$ cat config.mk
export PLATFORM = sky130hd
export DESIGN_NAME = count_sequencer
export DESIGN_NICKNAME = d
export VERILOG_FILES = /design/src/rtl/count_sequencer_pkg.sv /design/src/rtl/count_next_calc.sv /design/src/rtl/count_sequencer.sv
export SDC_FILE = /design/constraint.sdc
export NUM_CORES = 1
export LEC_CHECK = 0
export ABC_AREA = 1
export BUFFER_PORTS_ARGS = -buffer_cell sky130_fd_sc_hd__buf_2
export CAP_MARGIN = 20
export CORE_MARGIN = 2
export CORE_UTILIZATION = 54
export DETAILED_ROUTE_END_ITERATION = 12
export PLACE_DENSITY = 0.81
export RECOVER_POWER = 50
export SYNTH_ARGS = -nofsm -noshare
export SYNTH_HDL_FRONTEND = slang
export SYNTH_SLANG_ARGS = --single-unit
export TNS_END_PERCENT = 100
$ cat constraint.sdc
create_clock -name clk -period 3 [get_ports clk]
set_clock_uncertainty 0.15 [all_clocks]
set_input_delay 0.3 -clock clk [delete_from_list [all_inputs] [get_ports clk]]
set_output_delay 0.3 -clock clk [all_outputs]
set_load 0.1 [all_outputs]
$ cat src/rtl/count_sequencer_pkg.sv
// Shared constants for the count sequencer family: FSM state encodings and
// direction codes.
package count_sequencer_pkg;

   localparam logic [1:0] ST_INIT     = 2'd0;
   localparam logic [1:0] ST_IDLE     = 2'd1;
   localparam logic [1:0] ST_COUNTING = 2'd2;
   localparam logic [1:0] ST_PAUSED   = 2'd3;

   localparam logic DIR_UP   = 1'b0;
   localparam logic DIR_DOWN = 1'b1;

endpackage

$ cat src/rtl/count_next_calc.sv
// Combinational successor of the current count: one step up or down,
// clamped so the sequence lands exactly on the end value.
module count_next_calc
   import count_sequencer_pkg::*;
#(
   parameter int CW = 8
) (
   input  logic [CW-1:0] cur_i,
   input  logic [CW-1:0] end_i,
   input  logic [CW-1:0] step_i,
   input  logic          dir_i,
   output logic [CW-1:0] next_o,
   output logic          terminal_o
);

   logic [CW:0] sum_s;
   logic [CW:0] diff_s;

   // The extra top bit is the carry (up) or borrow (down), so overflow clamps to end
   always_comb begin
      sum_s  = {1'b0, cur_i} + {1'b0, step_i};
      diff_s = {1'b0, cur_i} - {1'b0, step_i};
      if (dir_i == DIR_UP) begin
         terminal_o = sum_s[CW] || (sum_s[CW-1:0] >= end_i);
      end else begin
         terminal_o = diff_s[CW] || (diff_s[CW-1:0] <= end_i);
      end
      if (terminal_o) begin
         next_o = end_i;
      end else if (dir_i == DIR_UP) begin
         next_o = sum_s[CW-1:0];
      end else begin
         next_o = diff_s[CW-1:0];
      end
   end

endmodule

$ cat src/rtl/count_sequencer.sv
// Runtime-configurable up/down count sequencer with pause, abort, loop mode
// and a one-tick done pulse; everything advances only on clk_enable ticks.
module count_sequencer
   import count_sequencer_pkg::*;
#(
   parameter int COUNT_WIDTH = 8,
   parameter bit AUTO_DIR    = 1'b0,
   parameter bit AUTO_LOOP   = 1'b0
) (
   input  logic                   clk,
   input  logic                   rst_n,
   input  logic                   clk_enable,
   input  logic                   start,
   input  logic                   auto_start,
   input  logic                   pause,
   input  logic                   abort,
   input  logic [COUNT_WIDTH-1:0] cfg_start,
   input  logic [COUNT_WIDTH-1:0] cfg_end,
   input  logic [COUNT_WIDTH-1:0] cfg_step,
   input  logic                   cfg_dir,
   input  logic                   cfg_loop,
   output logic [COUNT_WIDTH-1:0] out,
   output logic                   out_valid,
   output logic                   out_last,
   output logic                   done,
   output logic                   busy
);

   localparam int CW = COUNT_WIDTH;

   logic [1:0]    state_q, state_d;
   logic [CW-1:0] s_q, s_d, e_q, e_d, stp_q, stp_d, out_q, out_d;
   logic          dir_q, dir_d, loop_q, loop_d;
   logic          valid_q, valid_d, last_q, last_d, done_q, done_d, busy_q, busy_d;

   logic [CW-1:0] calc_next_s;
   logic          calc_term_s;
   logic          begin_s;
   logic          run_dir_s;
   logic          run_loop_s;
   logic [CW-1:0] run_stp_s;

   // A start value already at or beyond the end (for the direction) is a one-value run
   function automatic logic first_is_last(input logic [CW-1:0] s, input logic [CW-1:0] e,
                                          input logic dir);
      if (dir == DIR_UP) begin
         return s >= e;
      end else begin
         return s <= e;
      end
   endfunction

   count_next_calc #(.CW(CW)) u_next_calc (
      .cur_i      (out_q),
      .end_i      (e_q),
      .step_i     (stp_q),
      .dir_i      (dir_q),
      .next_o     (calc_next_s),
      .terminal_o (calc_term_s)
   );

   // Run-start decode: explicit start, or auto_start on the very first tick out of reset
   always_comb begin
      begin_s = start || ((state_q == ST_INIT) && auto_start);
      if (start) begin
         run_dir_s  = cfg_dir;
         run_loop_s = cfg_loop;
      end else begin
         run_dir_s  = AUTO_DIR;
         run_loop_s = AUTO_LOOP;
      end
      if (cfg_step == '0) begin
         run_stp_s = {{(CW-1){1'b0}}, 1'b1};
      end else begin
         run_stp_s = cfg_step;
      end
   end

   // Next-state logic; priority is abort > start > pause > advance
   always_comb begin
      state_d = state_q;
      s_d     = s_q;
      e_d     = e_q;
      stp_d   = stp_q;
      dir_d   = dir_q;
      loop_d  = loop_q;
      out_d   = out_q;
      valid_d = valid_q;
      last_d  = last_q;
      done_d  = done_q;
      busy_d  = busy_q;
      if (clk_enable) begin
         if (abort) begin
            state_d = ST_IDLE;
            out_d   = '0;
            valid_d = 1'b0;
            last_d  = 1'b0;
            done_d  = 1'b0;
            busy_d  = 1'b0;
         end else if (begin_s) begin
            state_d = ST_COUNTING;
            s_d     = cfg_start;
            e_d     = cfg_end;
            stp_d   = run_stp_s;
            dir_d   = run_dir_s;
            loop_d  = run_loop_s;
            out_d   = cfg_start;
            valid_d = 1'b1;
            last_d  = first_is_last(cfg_start, cfg_end, run_dir_s);
            done_d  = 1'b0;
            busy_d  = 1'b1;
         end else begin
            case (state_q)
               ST_COUNTING, ST_PAUSED: begin
                  done_d = 1'b0;
                  if (pause) begin
                     state_d = ST_PAUSED;
                  end else if (last_q && loop_q) begin
                     state_d = ST_COUNTING;
                     done_d  = 1'b1;
                     out_d   = s_q;
                     last_d  = first_is_last(s_q, e_q, dir_q);
                  end else if (last_q) begin
                     state_d = ST_IDLE;
                     done_d  = 1'b1;
                     out_d   = '0;
                     valid_d = 1'b0;
                     last_d  = 1'b0;
                     busy_d  = 1'b0;
                  end else begin
                     state_d = ST_COUNTING;
                     out_d   = calc_next_s;
                     last_d  = calc_term_s;
                  end
               end
               default: begin
                  state_d = ST_IDLE;
                  out_d   = '0;
                  valid_d = 1'b0;
                  last_d  = 1'b0;
                  done_d  = 1'b0;
                  busy_d  = 1'b0;
               end
            endcase
         end
      end else begin
         state_d = state_q;
      end
   end

   // State, latched run configuration and registered outputs
   always_ff @(posedge clk or negedge rst_n) begin
      if (!rst_n) begin
         state_q <= ST_INIT;
         s_q     <= '0;
         e_q     <= '0;
         stp_q   <= '0;
         dir_q   <= 1'b0;
         loop_q  <= 1'b0;
         out_q   <= '0;
         valid_q <= 1'b0;
         last_q  <= 1'b0;
         done_q  <= 1'b0;
         busy_q  <= 1'b0;
      end else begin
         state_q <= state_d;
         s_q     <= s_d;
         e_q     <= e_d;
         stp_q   <= stp_d;
         dir_q   <= dir_d;
         loop_q  <= loop_d;
         out_q   <= out_d;
         valid_q <= valid_d;
         last_q  <= last_d;
         done_q  <= done_d;
         busy_q  <= busy_d;
      end
   end

   assign out       = out_q;
   assign out_valid = valid_q;
   assign out_last  = last_q;
   assign done      = done_q;
   assign busy      = busy_q;

endmodule
# After elaboration in Yosys (flattened, before gate mapping)

Index checks and enable logic that the tools add are counted.

Output and inout port bits: 12
Register bits after elaboration: 39
Bits of input ports: 33

Add/sub/neg operators: 2
Reductions and logical operators: 11
$lt $le $gt $ge: 6
Bitwise logic cells: 1
Eq/ne operators: 5
Multiplexer cells: 38

Operator list:

| kind                                 | number |
|---|---|
| 2-to-1 mux 8 bit                     | 9 |
| >= comparator 8 bit                  | 3 |
| less-or-equal comparator 8 bit       | 3 |
| 2-to-1 mux 1 bit                     | 23 |
| 2-to-1 mux 2 bit                     | 6 |
| != test 4 bit, second input constant | 3 |
| adder 8 x 8 -> 9 bit                 | 1 |
| subtractor 8 x 8 -> 9 bit            | 1 |
| logical NOT 8 bit                    | 1 |
| == test 2 bit, second input constant | 2 |
| AND reduction 4 bit                  | 1 |
| logical OR 1 bit                     | 3 |
| AND reduction 3 bit                  | 1 |
| logical AND 1 bit                    | 2 |
| logical NOT 2 bit                    | 1 |
| AND reduction 2 bit                  | 1 |
| OR reduction 2 bit                   | 1 |
| inverter 1 bit                       | 1 |

# Depth between registers and ports, before layout

Depth after elaboration: 11
Depth in mapped cells: 25
Gate-level depth less buffers: 24

# Modules after synthesis

Synthesis repeated with hierarchy kept, for this count alone.

Cells, all modules: 525
Area total of the unflattened synthesis: 3,659.8 µm²

Modules (own cells, without submodules):

| module          | cells an instance | instances | area each (µm²) |
|---|---|---|---|
| count_sequencer | 276               | 1         | 2,212.1 |
| count_next_calc | 249               | 1         | 1,447.6 |

# Worst setup path before layout

No wires, ideal clock.

Path kind: reg-to-reg
Start point: register out_q[2] (netlist: out[2])
End point: register out_q[5] (netlist: out[5])
Data arrival time: 3,183 ps
Data required time: 2,730 ps
Period minus slack after synthesis: 3,453 ps
Path slack: -453 ps
Library setup time: 120 ps
Cell stages (with the launch flop): 23
Cell sequence: dfrtp_1 -> ha_1 -> buf_4 -> nor2_1 -> nand2_1 -> nand2_1 -> nand2_1 -> nand3_1 -> nand2_1 -> ha_1 -> nand2_1 -> inv_1 -> and3_1 -> nor2_2 -> nand3_4 -> nand2_8 -> nand2_2 -> nand3_1 -> nand2_1 -> nand2_1 -> nand2_1 -> nand2_1 -> nand2_1

Word-level cells in the longest chain between the ends: 11
Elaborated cells on any way between the ends: 15

RTL lines:

| element                                                                      | RTL line                                     | RTL |
|---|---|---|
| start: declaration                                                           | count_sequencer.sv:32                        | `logic [CW-1:0] s_q, s_d, e_q, e_d, stp_q, stp_d, out_q, out_d;` |
| start signal: assignment                                                     | count_sequencer.sv:172                       | `out_q <= out_d;` |
| adder 8 x 8 -> 9 bit / subtractor 8 x 8 -> 9 bit (equally long branches)     | count_next_calc.sv:21, count_next_calc.sv:22 |  |
| >= comparator 8 bit / less-or-equal comparator 8 bit (equally long branches) | count_next_calc.sv:24, count_next_calc.sv:26 |  |
| logical OR 1 bit (on tied branches)                                          | count_next_calc.sv:24, count_next_calc.sv:26 |  |
| 2-to-1 mux 1 bit                                                             | count_next_calc.sv:23                        | `if (dir_i == DIR_UP) begin` |
| 2-to-1 mux 8 bit *                                                           | count_next_calc.sv:28                        | `if (terminal_o) begin` |
| 2-to-1 mux 8 bit *                                                           | count_sequencer.sv:123                       | `end else if (last_q) begin` |
| 2-to-1 mux 8 bit *                                                           | count_sequencer.sv:118                       | `end else if (last_q && loop_q) begin` |
| 2-to-1 mux 8 bit *                                                           | count_sequencer.sv:116                       | `if (pause) begin` |
| 2-to-1 mux 8 bit *                                                           | count_sequencer.sv:113                       | `case (state_q)` |
| 2-to-1 mux 8 bit *                                                           | count_sequencer.sv:100                       | `end else if (begin_s) begin` |
| 2-to-1 mux 8 bit *                                                           | count_sequencer.sv:93                        | `if (abort) begin` |

Mark *: on every way between the ends. The rest lies on a longest branch, timed or not. The select of a mux whose other input is x is not followed.
A chain may end at the register's enable or synchronous reset.

# Worst setup path after layout

Start point: register out_q[0] (netlist: out[0])
End point: register out_q[5] (netlist: out[5])

The elaborated chain is that of the path after synthesis.

==> flow_metrics.env <==
export IMPL_status="finished with violations"
export IMPL_violations="max-capacitance violations, max-slew violations, negative setup slack"
export IMPL_fp_dieH_um=85.3
export IMPL_internal_power_mw=1.68
export IMPL_synth_top_area_frac=0.273
export IMPL_ir_drop_mv=0.496
export IMPL_yosysWarnings=0
export IMPL_syn_to_final_growth_pct=26.9
export IMPL_max_slew_margin=-0.430
export IMPL_holdPathStages=3
export IMPL_swShare=0.509
export IMPL_ys_seq_area_frac=0.273
export IMPL_cts_buffer_depth=2
export IMPL_cts_sinks=39
export IMPL_track_usage=0.289
export IMPL_p_per_area_nw_per_um2=756
export IMPL_synthCells=511
export IMPL_p_seq_frac=0.207
export IMPL_grt_overflow=0
export IMPL_drive_above_1_share=0.310
export IMPL_p_comb_frac=0.687
export IMPL_slew_viol_final=40
export IMPL_hp_start="cfg_end[1]"
export IMPL_synth_edf_count=0
export IMPL_min_period_over_period=1.09
export IMPL_cts_buffers=5
export IMPL_fin_util=0.709
export IMPL_r2r_end="out[5]"
export IMPL_synth_area_top_cells="dfrtp_1 (27%), nand2_1 (20%), ha_1 (17%), inv_1 (5.8%), nand3_1 (5.2%)"
export IMPL_post_route_min_period_ns=3.27
export IMPL_antenna_found_initial=0
export IMPL_dp_hpwl_um=7520
export IMPL_initial_core_util=0.559
export IMPL_cp_max_fo=5
export IMPL_grt_max_degree=42
export IMPL_netlist_cell_type_count=40
export IMPL_gr_usage_met1=0.348
export IMPL_grtUsageMet2=0.508
export IMPL_cts_root_buf="clkbuf_8"
export IMPL_r2r_start="out[0]"
export IMPL_leakage_nw=2.43
export IMPL_finalSetupViolations=9
export IMPL_grt_most_used_layer="met2"
export IMPL_synth_top_cell_by_area="dfrtp_1"
export IMPL_hold_class="in2reg"
export IMPL_worstPathRequired_ns=3.04
export IMPL_gp_congestion=0.892
export IMPL_grt_pass1_vias=3765
export IMPL_coreArea_um2=6390
export IMPL_hold_worst_slack_ns=0.0736
export IMPL_clk_pin_slew_ns=0.08
export IMPL_grt_pass1_wl_um=16900
export IMPL_p_sw_mw=1.74
export IMPL_finalWorstSetupSlack_ns=-0.266
export IMPL_syn_nets=594
export IMPL_rsz0062_at_grt="true"
export IMPL_clkPwrFrac=0.105
export IMPL_die_w_um=85.3
export IMPL_cp_arrival_ns=3.31
export IMPL_critPathKind="reg2reg"
export IMPL_cp_start_kind="flip-flop"
export IMPL_port_buffers=44
export IMPL_dieArea_um2=7280
export IMPL_ant_nets=0
export IMPL_use_met3=0.0360
export IMPL_rrSetupSlack_ns=-0.27
export IMPL_worst_pin_slew_ns=2.14
export IMPL_ys_seq_elements=39
export IMPL_synth_area_um2=3570
export IMPL_min_to="e_q[1]"
export IMPL_fmaxAchievable_mhz=306
export IMPL_viasPerCell=5.65
export IMPL_synth_most_common_cell="nand2_1"
export IMPL_vias=3770
export IMPL_synthArstFlopShare=1.00
export IMPL_ys_flop_type="dfrtp_1"
export IMPL_hold_viol_final=0
export IMPL_htreeDepth=2
export IMPL_clkLatencyLatePin_ns=0.30
export IMPL_placementRows=29
export IMPL_num_nets_final=672
export IMPL_maxCapViolations=1
export IMPL_drt_total_wl_um=10600
export IMPL_avgRoutedWirePerCell_um=15.9
export IMPL_worst_setup_path_end_kind="flip-flop"
export IMPL_yosys_top_cells_count="nand2_1 (192), inv_1 (55), ha_1 (48), dfrtp_1 (39), nand3_1 (37)"
export IMPL_antennaDiodeCount=0
export IMPL_rr_worst_depth=23
export IMPL_drtIter0Drc=337
export IMPL_first_pass_iters=5
export IMPL_remaining_drc_errors=0
export IMPL_ios=45
export IMPL_tritoncts="yes"
export IMPL_avgSynthCellArea_um2=6.99
==> metal layers <==
metal  vias to the layer above  wire length [um]
li1                       1792                 -
met1                      1755              4200
met2                       179              5300
met3                        44               569
met4                         0               529
met5                         -                 0
==> how the worst max path moves through the flow <==
stage          startpoint     end  slack, ns  cells after the start
2_1_floorplan      out[0]  out[7]      -0.07                     23
3_3_place_gp       out[0]  out[5]      -0.13                     23
3_5_place_dp       out[5]  out[2]      -0.26                     21
4_1_cts            out[0]  out[5]      -0.16                     22
5_1_grt            out[0]  out[7]      -0.40                     24
6_report           out[0]  out[5]      -0.27                     23
==> registers in the layout, summed over array words and instances, names as in the netlist <==
name,flops
e_q,8
out,8
s_q,8
stp_q,8
state_q,2
busy,1
dir_q,1
done,1
loop_q,1
out_last,1
==> kinds of logic after synthesis <==
group                      synth area share
adders and majority gates             0.179
buffers and inverters                0.0876
muxes                               0.00280
xor gates and xnor gates             0.0147
DFF                                   0.273
and+or+nand+nor                       0.343
AOI/OAI and AO/OA                    0.0985
==> placed cells by master, fill, tap and decap left out, drive strengths merged <==
master       netlist  layout
ha                48      48
mux2i              1       1
xor2               4       4
and2               1       1
buf                6      74
o21a               4       4
nor2              23      23
fa                 2       2
o21bai             1       1
nand4              4       4
o21ai             30      30
inv               63      63
clkbuf             6      11
nor3               3       3
dlygate4sd3        0       1
nor4               1       1
a311oi             1       1
a21oi             22      22
a31oi              1       1
nand2            204     205
clkinvlp           0       1
xnor2              2       2
dfrtp             39      39
o22ai              1       1
and3               1       1
nand3             40      42
clkinv             1       2
nand3b             2       2
==> area by class of cell <==
class / count / area (um2)
multi-input cells: 399 / 2620
fillers: 485 / 1860
flip-flops and latches: 39 / 998
repair buffers: 80 / 488
inverters: 64 / 243
well taps: 77 / 96.3
clock buffers: 6 / 72.6
clock inverters: 2 / 12.5
==> worst max-delay path, stage by stage (launching register included) <==
cell and delay [ns]:
dfrtp_4 0.51, inv_4 0.07, ha_4 0.12, inv_2 0.04, fa_2 0.35, nand2_2 0.09, nand2_2 0.07, nand4_1 0.10
nand2_1 0.07, nand2_1 0.10, nand2_1 0.06, ha_1 0.28, nand2_2 0.07, o21a_1 0.22, nand2_4 0.09, nand3_4 0.15
nand2_8 0.14, nand2_2 0.07, nand3_2 0.07, nand2_1 0.05, nand2_1 0.05, nand2_1 0.08, nand2_1 0.08, nand2_2 0.06
==> metrics by stage <==
stage          cells  power [mW]  setup slack (ns)  area [um2]  setup TNS [ns]
5_1_grt          667        3.66            -0.397        4530           -5.08
6_report         667        3.42            -0.266        4530           -2.00
2_1_floorplan    511        2.06           -0.0719        3650          -0.563
3_5_place_dp     643        2.55            -0.260        4070           -1.87
4_1_cts          659        3.08            -0.161        4310           -1.06
3_3_place_gp     643        2.49            -0.131        4070          -0.615
==> power groups by stage <==
stage               sequential, mW  clock (mW)  combinational [mW]
floorplan                    0.836           0                1.23
global placement             0.708           0                1.78
detailed placement           0.712           0                1.84
CTS                          0.706       0.364                2.01
global route                 0.722       0.383                2.56
finish                       0.710       0.361                2.35
==> timing repair <==
action	CTS	global route
hold buffers	1	0
pin swaps	18	31
endpoints found under the setup margin	9	9
setup buffers	4	8
hold endpoints to repair	2	0
gates cloned	3	0
gates resized for setup	22	38
(Power assumes the default switching activity.)
